## src/rtl/reg_dump_reader.sv

```systemverilog
// Streams a contiguous range of register-file entries out over a valid/ready port.
// The core is held off register writes while a dump is in progress.
module reg_dump_reader #(
  parameter int unsigned DATA_W = 32,
  parameter int unsigned ADR_W  = 5
) (
  input  logic              clk,
  input  logic              rst_n,
  input  logic              start,
  input  logic              abort,
  input  logic [ADR_W-1:0]  first_adr,
  input  logic [ADR_W-1:0]  last_adr,
  output logic [ADR_W-1:0]  rd_adr,
  input  logic [DATA_W-1:0] rd_data,
  output logic              hold_req,
  output logic              out_valid,
  input  logic              out_ready,
  output logic [DATA_W-1:0] out_data,
  output logic [ADR_W-1:0]  out_adr,
  output logic              out_last,
  output logic              busy,
  output logic              done
);

  typedef enum logic [1:0] {StIdle, StRead, StSend, StDone} state_e;

  state_e              state_q, state_d;
  logic [ADR_W-1:0]    cur_q, cur_d;
  logic [ADR_W-1:0]    end_q, end_d;
  logic [ADR_W-1:0]    rd_adr_q, rd_adr_d;
  logic [DATA_W-1:0]   out_data_q, out_data_d;
  logic [ADR_W-1:0]    out_adr_q, out_adr_d;
  logic                out_last_q, out_last_d;
  logic                out_valid_q, out_valid_d;

  always_comb begin
    state_d     = state_q;
    cur_d       = cur_q;
    end_d       = end_q;
    rd_adr_d    = rd_adr_q;
    out_data_d  = out_data_q;
    out_adr_d   = out_adr_q;
    out_last_d  = out_last_q;
    out_valid_d = out_valid_q;

    unique case (state_q)
      StIdle: begin
        if (start) begin
          cur_d = first_adr;
          end_d = last_adr;
          if (first_adr > last_adr) begin
            state_d = StDone;
          end else begin
            // rd_adr only moves when entering READ so it equals cur there
            rd_adr_d = first_adr;
            state_d  = StRead;
          end
        end
      end
      StRead: begin
        if (abort) begin
          out_valid_d = 1'b0;
          state_d     = StIdle;
        end else begin
          out_data_d  = rd_data;
          out_adr_d   = cur_q;
          out_last_d  = (cur_q == end_q);
          out_valid_d = 1'b1;
          state_d     = StSend;
        end
      end
      StSend: begin
        if (abort) begin
          out_valid_d = 1'b0;
          state_d     = StIdle;
        end else if (out_ready) begin
          out_valid_d = 1'b0;
          if (cur_q == end_q) begin
            state_d = StDone;
          end else begin
            cur_d    = cur_q + ADR_W'(1);
            rd_adr_d = cur_q + ADR_W'(1);
            state_d  = StRead;
          end
        end
      end
      StDone: state_d = StIdle;
      default: state_d = StIdle;
    endcase
  end

  always_ff @(posedge clk or negedge rst_n) begin
    if (!rst_n) begin
      state_q     <= StIdle;
      cur_q       <= '0;
      end_q       <= '0;
      rd_adr_q    <= '0;
      out_data_q  <= '0;
      out_adr_q   <= '0;
      out_last_q  <= 1'b0;
      out_valid_q <= 1'b0;
    end else begin
      state_q     <= state_d;
      cur_q       <= cur_d;
      end_q       <= end_d;
      rd_adr_q    <= rd_adr_d;
      out_data_q  <= out_data_d;
      out_adr_q   <= out_adr_d;
      out_last_q  <= out_last_d;
      out_valid_q <= out_valid_d;
    end
  end

  assign rd_adr    = rd_adr_q;
  assign out_data  = out_data_q;
  assign out_adr   = out_adr_q;
  assign out_last  = out_last_q;
  assign out_valid = out_valid_q;
  assign busy      = (state_q != StIdle);
  assign hold_req  = busy;
  assign done      = (state_q == StDone);

endmodule

```

## config.mk

```make
export PLATFORM = sky130hd
export DESIGN_NAME = reg_dump_reader
export DESIGN_NICKNAME = d
export VERILOG_FILES = /design/src/rtl/reg_dump_reader.sv
export SDC_FILE = /design/constraint.sdc
export NUM_CORES = 1
export LEC_CHECK = 0
export BUFFER_PORTS_ARGS = -buffer_cell sky130_fd_sc_hd__buf_4
export CAP_MARGIN = 20
export CORE_AREA = 2 2 93 68
export CTS_CLUSTER_SIZE = 40
export DETAILED_ROUTE_END_ITERATION = 10
export DIE_AREA = 0 0 95 70
export HOLD_SLACK_MARGIN = 0.02
export PLACE_DENSITY = 0.75
export SLEW_MARGIN = 5
export SYNTH_ARGS = -nofsm -noshare
export SYNTH_HDL_FRONTEND = slang
export SYNTH_SLANG_ARGS = --single-unit
export TNS_END_PERCENT = 1
```

## constraint.sdc

```tcl
create_clock -name clk -period 1.6 [get_ports clk]
set_input_delay 0.08 -clock clk [delete_from_list [all_inputs] [get_ports clk]]
set_output_delay 0.08 -clock clk [all_outputs]
set_load 0.005 [all_outputs]
```

## Word level (Yosys, flattened, before mapping)

Index checks and enable logic that the tools add are counted.

- $add $sub $neg: 1
- Order comparisons: 1
- Eq/ne operators: 10
- Mux-type cells: 19
- Bitwise operators: 1
- Reduce and logical (&&, ||, !) cells: 10

Operator list:

| kind | count |
|---|---|
| $mux 5 | 6 |
| $pmux 5 s2 | 2 |
| $mux 2 | 6 |
| $ne 2x2->1 const B | 5 |
| $pmux 2 s4 | 1 |
| $reduce_and 2->1 | 4 |
| $reduce_and 6->1 | 1 |
| $reduce_bool 2->1 | 3 |
| $add 5x1->5 const B | 1 |
| $eq 5x5->1 | 1 |
| $gt 5x5->1 | 1 |
| $reduce_and 5->1 | 1 |
| $eq 2x2->1 const B | 2 |
| $mux 1 | 3 |
| $ne 3x3->1 const B | 1 |
| $eq 2x1->1 const B | 1 |
| $logic_not 2->1 | 1 |
| $pmux 1 s2 | 1 |
| $not 1->1 | 1 |

- Register bits after elaboration: 56
- Input bits: 47
- Output and inout port bits: 47
- Logic and storage cells: 50

## Logic depth before layout (Yosys ltp)

Gate-level depths: netlist (run 1).

- Word-level depth: 5
- Depth in mapped cells: 7
- Mapped depth without buffers: 7

## Worst setup path after synthesis (run 1)

OpenSTA, ideal clock, no wires.

- Path type: register to register
- From: reg state_q[1]
- To: reg out_data_q[10] (netlist: out_data[10])
- Library setup time: 0.125 ns
- Data arrival time: 1.537 ns
- Data required time: 1.475 ns
- Path slack: -0.062 ns
- Cell stages (with the launch flop): 5
- Buffers on the path: 1
- Clock period less this slack: 1.662 ns
- Cells stage by stage: dfrtp_1 -> nand2b_1 -> nor2_2 -> buf_2 -> mux2_2

- Cells in the longest elaborated chain, start to end: 2

RTL lines:

| what | line | text |
|---|---|---|
| start, declared | 27 | `state_e state_q, state_d;` |
| start signal, assigned | 94 | `state_q <= StIdle;` |
| start signal, assigned | 103 | `state_q <= state_d;` |
| $eq 2x1->1 | 46 | `unique case (state_q)` |
| $reduce_and 2->1 (no source line) | - |  |
| end signal, assigned | 107 | `out_data_q <= out_data_d;` |
| end, declared | 31 | `logic [DATA_W-1:0] out_data_q, out_data_d;` |

No other way between the ends.
A chain may end at the register's enable or synchronous reset.

## Worst setup path in the final report (run 1)

- From: reg state_q[1]
- To: reg rd_adr_q[3] (netlist: rd_adr[3])

- Cells in the longest elaborated chain, start to end: 3
- Elaborated cells between the ends (all ways): 10
- Classes of those cells: eq/ne (6); mux (1); reduce/logical (3)

RTL lines:

| what | line | text |
|---|---|---|
| $eq 2x2->1 or $logic_not 2->1 (tied branches) | 46 |  |
| $ne 2x2->1 (no source line) or $reduce_bool 2->1 (tied branches) | - |  |
| $reduce_and 6->1 (no source line) | - |  |
| end signal, assigned | 106 | `rd_adr_q <= rd_adr_d;` |
| end, declared | 30 | `logic [ADR_W-1:0] rd_adr_q, rd_adr_d;` |

Parallel ways exist; a longest one is shown, timed or not.

==> metrics.md, run 1 <==
| Metric | Value |
|---|---|
| Total global-route track usage | 0.183 |
| Syn_nets | 233 |
| Data arrival time at the worst-slack endpoint | 1860 ps |
| Largest buffer count on any clock path | 2 |
| Combined area of the multi-input logic cells | 1060 sq um |
| RSZ-0062 raised after global routing | true |
| Count of pins over their slew limit | 0 |
| Overall die area | 6650 sq um |
| Power density over the cells | 1650 nW/um^2 |
| Total CTS buffers | 5 |
| Transition time at the pin with the least slew margin | 699 ps |
| Fmax | 598 MHz |
| Number of antenna repair diodes | 0 |
| Estimated wirelength of the detail-placed design | 3870 um |
| Most crowded layer after global routing | met2 |
| Worst skew pair latency | 310 ps |
| Max_slew headroom | 0.534 |
| Critical Path Fanout Max | 5 |
| Critical Path Max Stage Delay | 440 ps |
| Status | complete, but fails checks |
| Met3 Resource Use GR | 0.0485 |
| Antenna-violating nets left | 0 |
| Detailed-routing iteration count for the pre-antenna-repair pass | 4 |
| Fraction of layout cells with a size suffix above 1 | 0.552 |
| # DRC | 0 |
| Reg2reg setup slack | -70 ps |
| Total congestion overflow | 0 |
| Violated checks | negative setup slack |
| Width of the die | 95 um |
| Internal Power | 4580 uW |
| Fraction of the core area covered by cells at the end of the flow | 0.671 |
| Met2 track demand over resource | 0.308 |
| Path category of the worst min-delay check | primary input to flip-flop |
| Number of clock sinks | 56 |
| H-tree levels | 2 |
| Via density per instance | 4.68 |
| Post-Place Setup Slack | -72.7 ps |
| Area Overhead vs Synth | 59.6% |
| Wire length of the first global-routing pass | 9510 um |
| Number of violations reported at the end of detailed-routing iteration 0 | 35 |
| Clock root buffer master | sky130_fd_sc_hd__clkbuf_8 |
| Post-route worst setup slack | -72.2 ps |
| Starting utilization of the core area | 0.421 |
| Final Setup Violations | 6 |
| Clock-pin slew on the worst setup and hold paths | 110 ps |
| Mean post-synth cell area | 13.8 sq um |
| CTS tree | done |
| Post-detailed-routing wire length | 5720 um |
| Count of pins on the block boundary | 94 |
| Filler cell count | 435 |
| Buf+Inv Stages, Crit Path | 1 |
| Register area share after synthesis | 0.563 |
| Portion of total power attributed to the clock network | 0.144 |
| Leakage power figure | 0.00189 uW |
| Number of max-cap violations | 0 |
| Port buffer count | 93 |
| Number of placement rows | 24 |
| CP Data Required Time | 1790 ps |
| Kind of cell adding the most delay to the critical path | compound AO/OA/AOI/OAI gates |
| Switching power share of the total | 0.301 |
| Worst Setup Start Kind | flip-flop |
| Area taken by flip-flops and latches | 1400 sq um |
| Cell Area, Synth | 2490 sq um |
| Initial antenna violation count | 0 |
| Final critical-path share of the clock period | 1.05 |
| Synthesized instance count | 180 |
| Yosys synthesis warning count | 0 |
| Worst IR Drop VDD | 1.12 mV |
| Cell variety after synth | 31 |
| WS Path Type | flip-flop to flip-flop |
| Total net switching power | 1970 uW |
| Core Region | 5920 sq um |
| Final-report hold violation count | 0 |
| Met1 usage | 0.241 |
| Worst-path cell chain | buf_12 > nand3b_4 > a21oi_4 > a21bo_4 > a21o_4 > mux2_4 |
| Vias in the first global route | 2022 |
| Largest net degree at the start of global routing | 57 |
| Average detailed-routed wire length per instance | 14.0 um |
| Via count | 1910 |
| NumNets Final | 382 |
| Die height | 70 um |
| Category of the worst setup path capture point | flip-flop |
| Master of the slowest instance on the critical path | sky130_fd_sc_hd__dfrtp_1 |
| Synthesized flop and latch total | 56 |
| Time the final worst path needs with I/O delays and setup | 1670 ps |
| Final worst clock skew | 9.38 ps |
| Portion of total power attributed to combinational logic | 0.467 |
| Seq pwr share | 0.389 |
| Final weighted congestion in routability-driven placement | 0.772 |
per-stage QoR:
stage	instances	setup TNS, ps	total power, uW	cell area [sq um]	hold WS, ps
2_1_floorplan	180	-283	3920	2490	-216
3_3_place_gp	360	-147	5370	3400	175
3_5_place_dp	360	-541	5460	3400	179
4_1_cts	408	-287	6630	3970	48.5
5_1_grt	408	-642	7060	3970	43.6
6_report	408	-323	6550	3970	58.6
kinds of logic after synthesis:
family,after synthesis,synth area share
compound gates,18,0.0503
mux,53,0.247
flops,56,0.563
buf+inv,14,0.0271
simple gates,25,0.0543
fa+ha+maj,6,0.0302
xor+xnor,8,0.0282
cell type report:
type | instances | share of cell area
clock buffer | 5 | 0.0173
sequential | 56 | 0.353
inverter | 8 | 0.00756
tap | 78 | 0.0246
multi-input combinational | 110 | 0.268
clock inverter | 3 | 0.0117
timing repair buffer | 148 | 0.318
cell usage in the layout, fill, tap and decap left out, drive strengths merged, types with 5 or more instances in the layout:
master       instances
clkbuf               5
a21oi                5
inv                  9
mux2                52
ha                   6
dlygate4sd3         39
dfrtp               56
nor2                 6
buf                109
nand2                7
xor2                 7
o21ai                7
worst paths after layout:
kind | start | end | depth (start not counted)
worst max-delay path | state_q[1]$_DFFE_PN0P_ | rd_adr[3]$_DFFE_PN0P_ | 6
worst min-delay path | start | state_q[1]$_DFFE_PN0P_ | 2
worst max register to register | state_q[1]$_DFFE_PN0P_ | rd_adr[3]$_DFFE_PN0P_ | 6
worst min register to register | state_q[0]$_DFFE_PN0P_ | state_q[0]$_DFFE_PN0P_ | 1
max in group asynchronous | rst_n | state_q[0]$_DFFE_PN0P_ | 2
min in group asynchronous | rst_n | out_data[13]$_DFFE_PN0P_ | 2
synth_stat cells (all sizes together):
cell type | count | area (sq um)
dfrtp | 56 | 1400
nand3b | 1 | 20.0
mux2i | 1 | 10.0
ha | 6 | 75.1
a21o | 1 | 15.0
and2 | 1 | 7.51
mux2 | 52 | 604
o221ai | 1 | 8.76
o22a | 1 | 10.0
or2 | 1 | 6.26
inv | 8 | 30.0
buf | 5 | 33.8
nand2 | 7 | 26.3
a21bo | 1 | 10.0
nor3 | 2 | 10.0
xor2 | 7 | 61.3
clkbuf | 1 | 3.75
xnor2 | 1 | 8.76
a32o | 1 | 10.0
a21oi | 5 | 28.8
o31ai | 1 | 7.51
o21ai | 7 | 35.0
nand3 | 3 | 15.0
nand4 | 1 | 6.26
nand2b | 3 | 18.8
nor2 | 6 | 25.0
registers in the layout (all words and copies together) (netlist names):
| name | count |
|---|---|
| out_data | 32 |
| cur_q | 5 |
| end_q | 5 |
| out_adr | 5 |
| rd_adr | 5 |
| state_q | 2 |
| out_last | 1 |
| out_valid | 1 |
what timing repair did:
item	in CTS	in global routing
setup endpoints to repair	26	10
gates resized for setup	8	1
hold buffers	39	0
pin swaps	1	3
buffers inserted	1	0
endpoints found under the hold margin	94	0
power by group through the flow:
| stage | Combinational [uW] | Clock [uW] | Sequential (uW) |
|---|---|---|---|
| 6_report | 3060 | 941 | 2550 |
| 5_1_grt | 3350 | 1040 | 2670 |
| 4_1_cts | 3090 | 986 | 2550 |
| 3_5_place_dp | 2890 | 0 | 2570 |
| 3_3_place_gp | 2830 | 0 | 2540 |
| 2_1_floorplan | 1310 | 0 | 2610 |
routing by layer:
metal,vias up,part of all wire
li1,931,-
met3,2,0.074
met2,69,0.46
met4,0,0.0014
met1,908,0.46
met5,-,0
worst reg2reg max path, stage by stage, from the launching register on:
cell,delay (ps)
sky130_fd_sc_hd__dfrtp_1,440
sky130_fd_sc_hd__buf_12,130
sky130_fd_sc_hd__nand3b_4,80
sky130_fd_sc_hd__a21oi_4,140
sky130_fd_sc_hd__a21bo_4,260
sky130_fd_sc_hd__a21o_4,220
sky130_fd_sc_hd__mux2_4,300
(Power assumes the default switching activity.)
==> run 2, diff against run 1 <==
- BUFFER_PORTS_ARGS: -buffer_cell sky130_fd_sc_hd__buf_4 -> -buffer_cell sky130_fd_sc_hd__buf_2
- REMOVE_ABC_BUFFERS: not set -> 1
==> run 2 against run 1 <==
Effect of this change:
- the flow still finishes with violations (negative setup slack)
- routed wire length decreased by 2.7%
- global-route usage decreased by 0.67 points
- worst setup slack gained 34 ps
- largest power group unchanged
==> metrics.md, run 2 (same netlist as run 1, synthesis figures left out) <==
| Metric | Value |
|---|---|
| R2R depth | 6 |
| Area Overhead vs Synth | 48.8% |
| Initial antenna violation count | 0 |
| Area taken by flip-flops and latches | 1400 sq um |
| Portion of total power attributed to combinational logic | 0.451 |
| Total CTS buffers | 5 |
| Final worst clock skew | 8.70 ps |
| Post-detailed-routing wire length | 5570 um |
| Worst skew pair latency | 310 ps |
| Critical Path Fanout Max | 5 |
| Starting utilization of the core area | 0.421 |
| Worst hold start | last_adr[2] |
| Worst Hold Endpoint | end_q[2]$_DFFE_PN0P_ |
| Final Setup Violations | 8 |
| Worst hold margin | 35.2 ps |
| Post-route worst setup slack | -38.6 ps |
| Final critical-path share of the clock period | 1.02 |
| Largest net degree at the start of global routing | 38 |
| Status | complete, but fails checks |
| Core Region | 5920 sq um |
| Number of clock sinks | 56 |
| Number of max-cap violations | 0 |
| Count of pins over their slew limit | 0 |
| Total congestion overflow | 0 |
| Total net switching power | 1980 uW |
| Number of violations reported at the end of detailed-routing iteration 0 | 61 |
| Count of pins on the block boundary | 94 |
| Fraction of layout cells with a size suffix above 1 | 0.559 |
| Total global-route track usage | 0.176 |
| Clock root buffer master | sky130_fd_sc_hd__clkbuf_8 |
| Max_slew headroom | 0.679 |
| Reg2reg setup slack | -40 ps |
| Worst IR Drop VDD | 0.795 mV |
| Data arrival time at the worst-slack endpoint | 1840 ps |
| Leakage power figure | 0.00181 uW |
| Largest buffer count on any clock path | 2 |
| Wire length of the first global-routing pass | 9150 um |
| WS Path Type | flip-flop to flip-flop |
| Number of placement rows | 24 |
| Worst Setup Start Kind | flip-flop |
| Clock-pin slew on the worst setup and hold paths | 100 ps |
| Combined area of the multi-input logic cells | 1080 sq um |
| Filler cell count | 445 |
| Portion of total power attributed to the clock network | 0.133 |
| # DRC | 0 |
| Most frequent standard cell in the layout excluding fill and tap cells | sky130_fd_sc_hd__buf_2 |
| Startpoint of the worst-slack reg-to-reg timing path | cur_q[2]$_DFFE_PN0P_ |
| Post-Place Setup Slack | -79.7 ps |
| H-tree levels | 2 |
| Internal Power | 4110 uW |
| Antenna-violating nets left | 0 |
| Switching power share of the total | 0.325 |
| Estimated wirelength of the detail-placed design | 3730 um |
| Worst hold path depth | 2 |
| CP Data Required Time | 1800 ps |
| Via density per instance | 4.62 |
| Top library cells by usage in the layout, fill and taps aside | sky130_fd_sc_hd__buf_2, sky130_fd_sc_hd__dfrtp_1, sky130_fd_sc_hd__mux2_2 |
| Max FFs per register | 32 |
| Final weighted congestion in routability-driven placement | 0.855 |
| Final-report hold violation count | 0 |
| Total power after layout | 6090 uW |
| Number of antenna repair diodes | 0 |
| Fmax | 610 MHz |
| Average detailed-routed wire length per instance | 13.7 um |
| Via count | 1881 |
| Worst r2r dst | rd_adr[2]$_DFFE_PN0P_ |
| Category of the worst setup path capture point | flip-flop |
| Time the final worst path needs with I/O delays and setup | 1640 ps |
| Vias in the first global route | 2032 |
| Path category of the worst min-delay check | primary input to flip-flop |
| Port buffer count | 93 |
| Width of the die | 95 um |
| Overall die area | 6650 sq um |
| Die height | 70 um |
| Seq pwr share | 0.416 |
| RSZ-0062 raised after global routing | true |
| Transition time at the pin with the least slew margin | 482 ps |
| Detailed-routing iteration count for the pre-antenna-repair pass | 4 |
| Violated checks | negative setup slack |
| CTS tree | done |
| NumNets Final | 381 |
| Power density over the cells | 1640 nW/um^2 |
-- run 2: cell types whose count changed in the layout (fill, tap and decap cells not counted), sizes merged --
cell         before  now
buf             109  110
bufinv            1    0
clkinv            0    1
dlygate4sd3      39   37
-- run 2: power groups by stage --
stage | clock, uW | combinational (uW) | sequential (uW)
after floorplan | 0 | 1260 | 2610
after global placement | 0 | 2470 | 2510
after detailed placement | 0 | 2540 | 2540
after CTS | 847 | 2680 | 2520
after global routing | 902 | 3030 | 2630
final | 810 | 2740 | 2530
-- run 2: layout make-up --
type	instances	share of cell area
Clock inverter	3	0.00743
Multi-Input combinational cell	110	0.293
Timing Repair Buffer	147	0.268
Sequential cell	56	0.379
Tap cell	78	0.0264
Inverter	8	0.00811
Clock buffer	5	0.0186
-- run 2: worst max-delay path, stage by stage, from the launching register on --
cell                      delay [ps]
sky130_fd_sc_hd__dfrtp_1         400
sky130_fd_sc_hd__xor2_1          160
sky130_fd_sc_hd__nor3_1          220
sky130_fd_sc_hd__buf_4           160
sky130_fd_sc_hd__a21bo_4         140
sky130_fd_sc_hd__a21o_4          140
sky130_fd_sc_hd__mux2_4          300
-- run 2: timing repair --
| item | in CTS | in global routing |
|---|---|---|
| setup buffers | 0 | 1 |
| hold endpoints to repair | 56 | 0 |
| hold buffers | 37 | 0 |
| gates resized for setup | 6 | 8 |
| pin swaps | 3 | 2 |
| setup endpoints to repair | 46 | 47 |
-- run 2: layer usage --
layer	track usage	wire length [um]	vias to the layer above
met5	0	0	-
met4	0.0451	55	0
li1	-	-	920
met3	0.0475	305	6
met1	0.227	2530	892
met2	0.294	2680	63
-- run 2: how the worst max path moves through the flow --
stage | slack, ps | start | end
floorplan | -560 | state_q[1]$_DFFE_PN0P_ | out_data[0]$_DFFE_PN0P_
global placement | -8 | cur_q[2]$_DFFE_PN0P_ | cur_q[1]$_DFFE_PN0P_
detailed placement | -80 | cur_q[2]$_DFFE_PN0P_ | cur_q[1]$_DFFE_PN0P_
CTS | -50 | state_q[1]$_DFFE_PN0P_ | rd_adr[2]$_DFFE_PN0P_
global route | -70 | end_q[1]$_DFFE_PN0P_ | rd_adr[2]$_DFFE_PN0P_
finish | -40 | cur_q[2]$_DFFE_PN0P_ | rd_adr[2]$_DFFE_PN0P_
-- run 2: stage by stage --
stage               setup TNS, ps  instance area, sq um  utilization  std cells
finish                       -185                  3700        0.626        407
global route                 -545                  3700        0.626        407
CTS                          -284                  3660        0.619        406
detailed placement           -527                  3160        0.535        361
global placement            -20.9                  3160        0.535        361
floorplan                  -21460                  2450            -        174
==> run 3, diff against run 2 <==
- PLACE_DENSITY: 0.75 -> 0.84
==> run 3 against run 2 <==
Effect of this change:
- the flow still finishes with violations (negative setup slack)
- register-to-register slack better by 20 ps
- sequential share of layout area increased by 0.37 points
- clock skew barely moved
- hold slack got worse by 4.7 ps
- routed wire length decreased by 0.72%
- critical path depth decreased by 1
- sequential power is essentially flat
- utilization decreased by 0.61 points
- critical path type unchanged
- largest cell class unchanged
- highest routed layer unchanged
==> metrics.md, run 3 (same netlist as run 1, synthesis figures left out) <==
| Metric | Value |
|---|---|
| Status | complete, but fails checks |
| Violated checks | negative setup slack |
| Count of placed standard cells in the final layout, fillers left out | 404 |
| Post-Place Setup Slack | -59.2 ps |
| RSZ-0062 raised after global routing | true |
| Starting utilization of the core area | 0.421 |
| Number of antenna repair diodes | 0 |
| Power density over the cells | 1650 nW/um^2 |
| Port buffer count | 93 |
| Path category of the worst min-delay check | primary input to flip-flop |
| Worst Setup Start Kind | flip-flop |
| Post-detailed-routing wire length | 5530 um |
| NumNets Final | 378 |
| Met2 wire len | 2750 um |
| Via density per instance | 4.73 |
| Detail Route met3 WL | 307 um |
| Number of placement rows | 24 |
| Critical Path Fanout Max | 5 |
| Total congestion overflow | 0 |
| Top library cells by usage in the layout, fill and taps aside | sky130_fd_sc_hd__buf_2, sky130_fd_sc_hd__dfrtp_1, sky130_fd_sc_hd__mux2_2 |
| Final weighted congestion in routability-driven placement | 0.805 |
| CP Data Required Time | 1800 ps |
| Number of violations reported at the end of detailed-routing iteration 0 | 59 |
| Total global-route track usage | 0.171 |
| Fmax | 616 MHz |
| H-tree levels | 2 |
| Fraction of layout cells with a size suffix above 1 | 0.567 |
| Max FFs per register | 32 |
| Largest net degree at the start of global routing | 57 |
| Post-route worst setup slack | -23.2 ps |
| Final Setup Violations | 8 |
| Number of max-cap violations | 0 |
| Max_slew headroom | 0.778 |
| Final critical-path share of the clock period | 1.01 |
| Time the final worst path needs with I/O delays and setup | 1620 ps |
| Total instance count after detailed placement | 362 |
| Final worst clock skew | 8.22 ps |
| CTS tree | done |
| Antenna-violating nets left | 0 |
| Clock root buffer master | sky130_fd_sc_hd__clkbuf_8 |
| Most frequent standard cell in the layout excluding fill and tap cells | sky130_fd_sc_hd__buf_2 |
| Width of the die | 95 um |
| Met1 layer wirelength in the final routing | 2460 um |
| Transition time at the pin with the least slew margin | 329 ps |
| Top metal layer carrying routed signals | met4 |
| Core Region | 5920 sq um |
| Setup total negative slack | -123 ps |
| Via count | 1909 |
| Count of pins over their slew limit | 0 |
| Initial antenna violation count | 0 |
| Die height | 70 um |
| Data arrival time at the worst-slack endpoint | 1820 ps |
| Average detailed-routed wire length per instance | 13.7 um |
| Worst IR Drop VDD | 0.772 mV |
| Final-report hold violation count | 0 |
| Area Overhead vs Synth | 47.3% |
| Overall die area | 6650 sq um |
| # DRC | 0 |
| Post-route design area | 3670 sq um |
| Total CTS buffers | 5 |
| Leakage power figure | 0.00178 uW |
| WS Path Type | flip-flop to flip-flop |
| Largest buffer count on any clock path | 2 |
| Number of clock sinks | 56 |
| Wire length of the first global-routing pass | 8930 um |
| Worst skew pair latency | 300 ps |
| Clock-pin slew on the worst setup and hold paths | 100 ps |
| Count of pins on the block boundary | 94 |
| Detailed-routing iteration count for the pre-antenna-repair pass | 4 |
| Vias in the first global route | 1990 |
| Placed cell areas | 3180 sq um |
| Fraction of the core area covered by cells at the end of the flow | 0.620 |
| Category of the worst setup path capture point | flip-flop |
| Estimated wirelength of the detail-placed design | 3920 um |
[run 3: critical path, cell delays in order, from the launching register on]
cell,delay [ps]
sky130_fd_sc_hd__dfrtp_2,460
sky130_fd_sc_hd__nand2b_4,160
sky130_fd_sc_hd__a21oi_4,130
sky130_fd_sc_hd__a21bo_4,250
sky130_fd_sc_hd__a21o_4,220
sky130_fd_sc_hd__mux2_4,300
[run 3: power breakdown]
group	switching [uW]	total [uW]	internal (uW)
clock	438	791	353
sequential	409	2540	2130
combinational	1090	2710	1620
[run 3: metrics by stage]
stage / power, uW / hold WS (ps)
2_1_floorplan: 3860 / -216
6_report: 6040 / 30.5
3_5_place_dp: 5110 / 103
3_3_place_gp: 4980 / 94.0
4_1_cts: 6000 / 20.3
5_1_grt: 6490 / 22.8
[run 3: area by class of cell]
type | count | area, sq um
inverter | 8 | 30.0
timing repair buffer | 144 | 968
sequential | 56 | 1400
tap | 78 | 97.6
clock inverter | 1 | 7.51
multi-input combinational | 110 | 1070
clock buffer | 7 | 86.3
fill | 473 | 2250
[run 3: timing repair]
| item | in CTS | in global routing |
|---|---|---|
| resized for setup | 3 | 8 |
| setup endpoints to repair | 33 | 35 |
| hold buffers | 31 | 2 |
| endpoints found under the hold margin | 86 | 2 |
| setup buffers | 1 | 0 |
| pin swaps | 1 | 2 |
[run 3: final timing paths]
check	slack, ps	to	cells after the start	start
setup / recovery	-20	rd_adr[3]$_DFFE_PN0P_	5	state_q[1]$_DFFE_PN0P_
hold / removal	30	end_q[3]$_DFFE_PN0P_	2	last_adr[3]
setup reg to reg	-20	rd_adr[3]$_DFFE_PN0P_	5	state_q[1]$_DFFE_PN0P_
hold reg to reg	510	out_data[5]$_DFFE_PN0P_	1	out_data[5]$_DFFE_PN0P_
max in group asynchronous	1050	state_q[1]$_DFFE_PN0P_	3	rst_n
min in group asynchronous	300	end_q[3]$_DFFE_PN0P_	3	rst_n
[run 3: layer usage]
metal	vias to the layer above	global-route usage
met5	-	0
met4	0	0.0290
met3	2	0.0399
li1	910	-
met2	57	0.307
met1	940	0.212
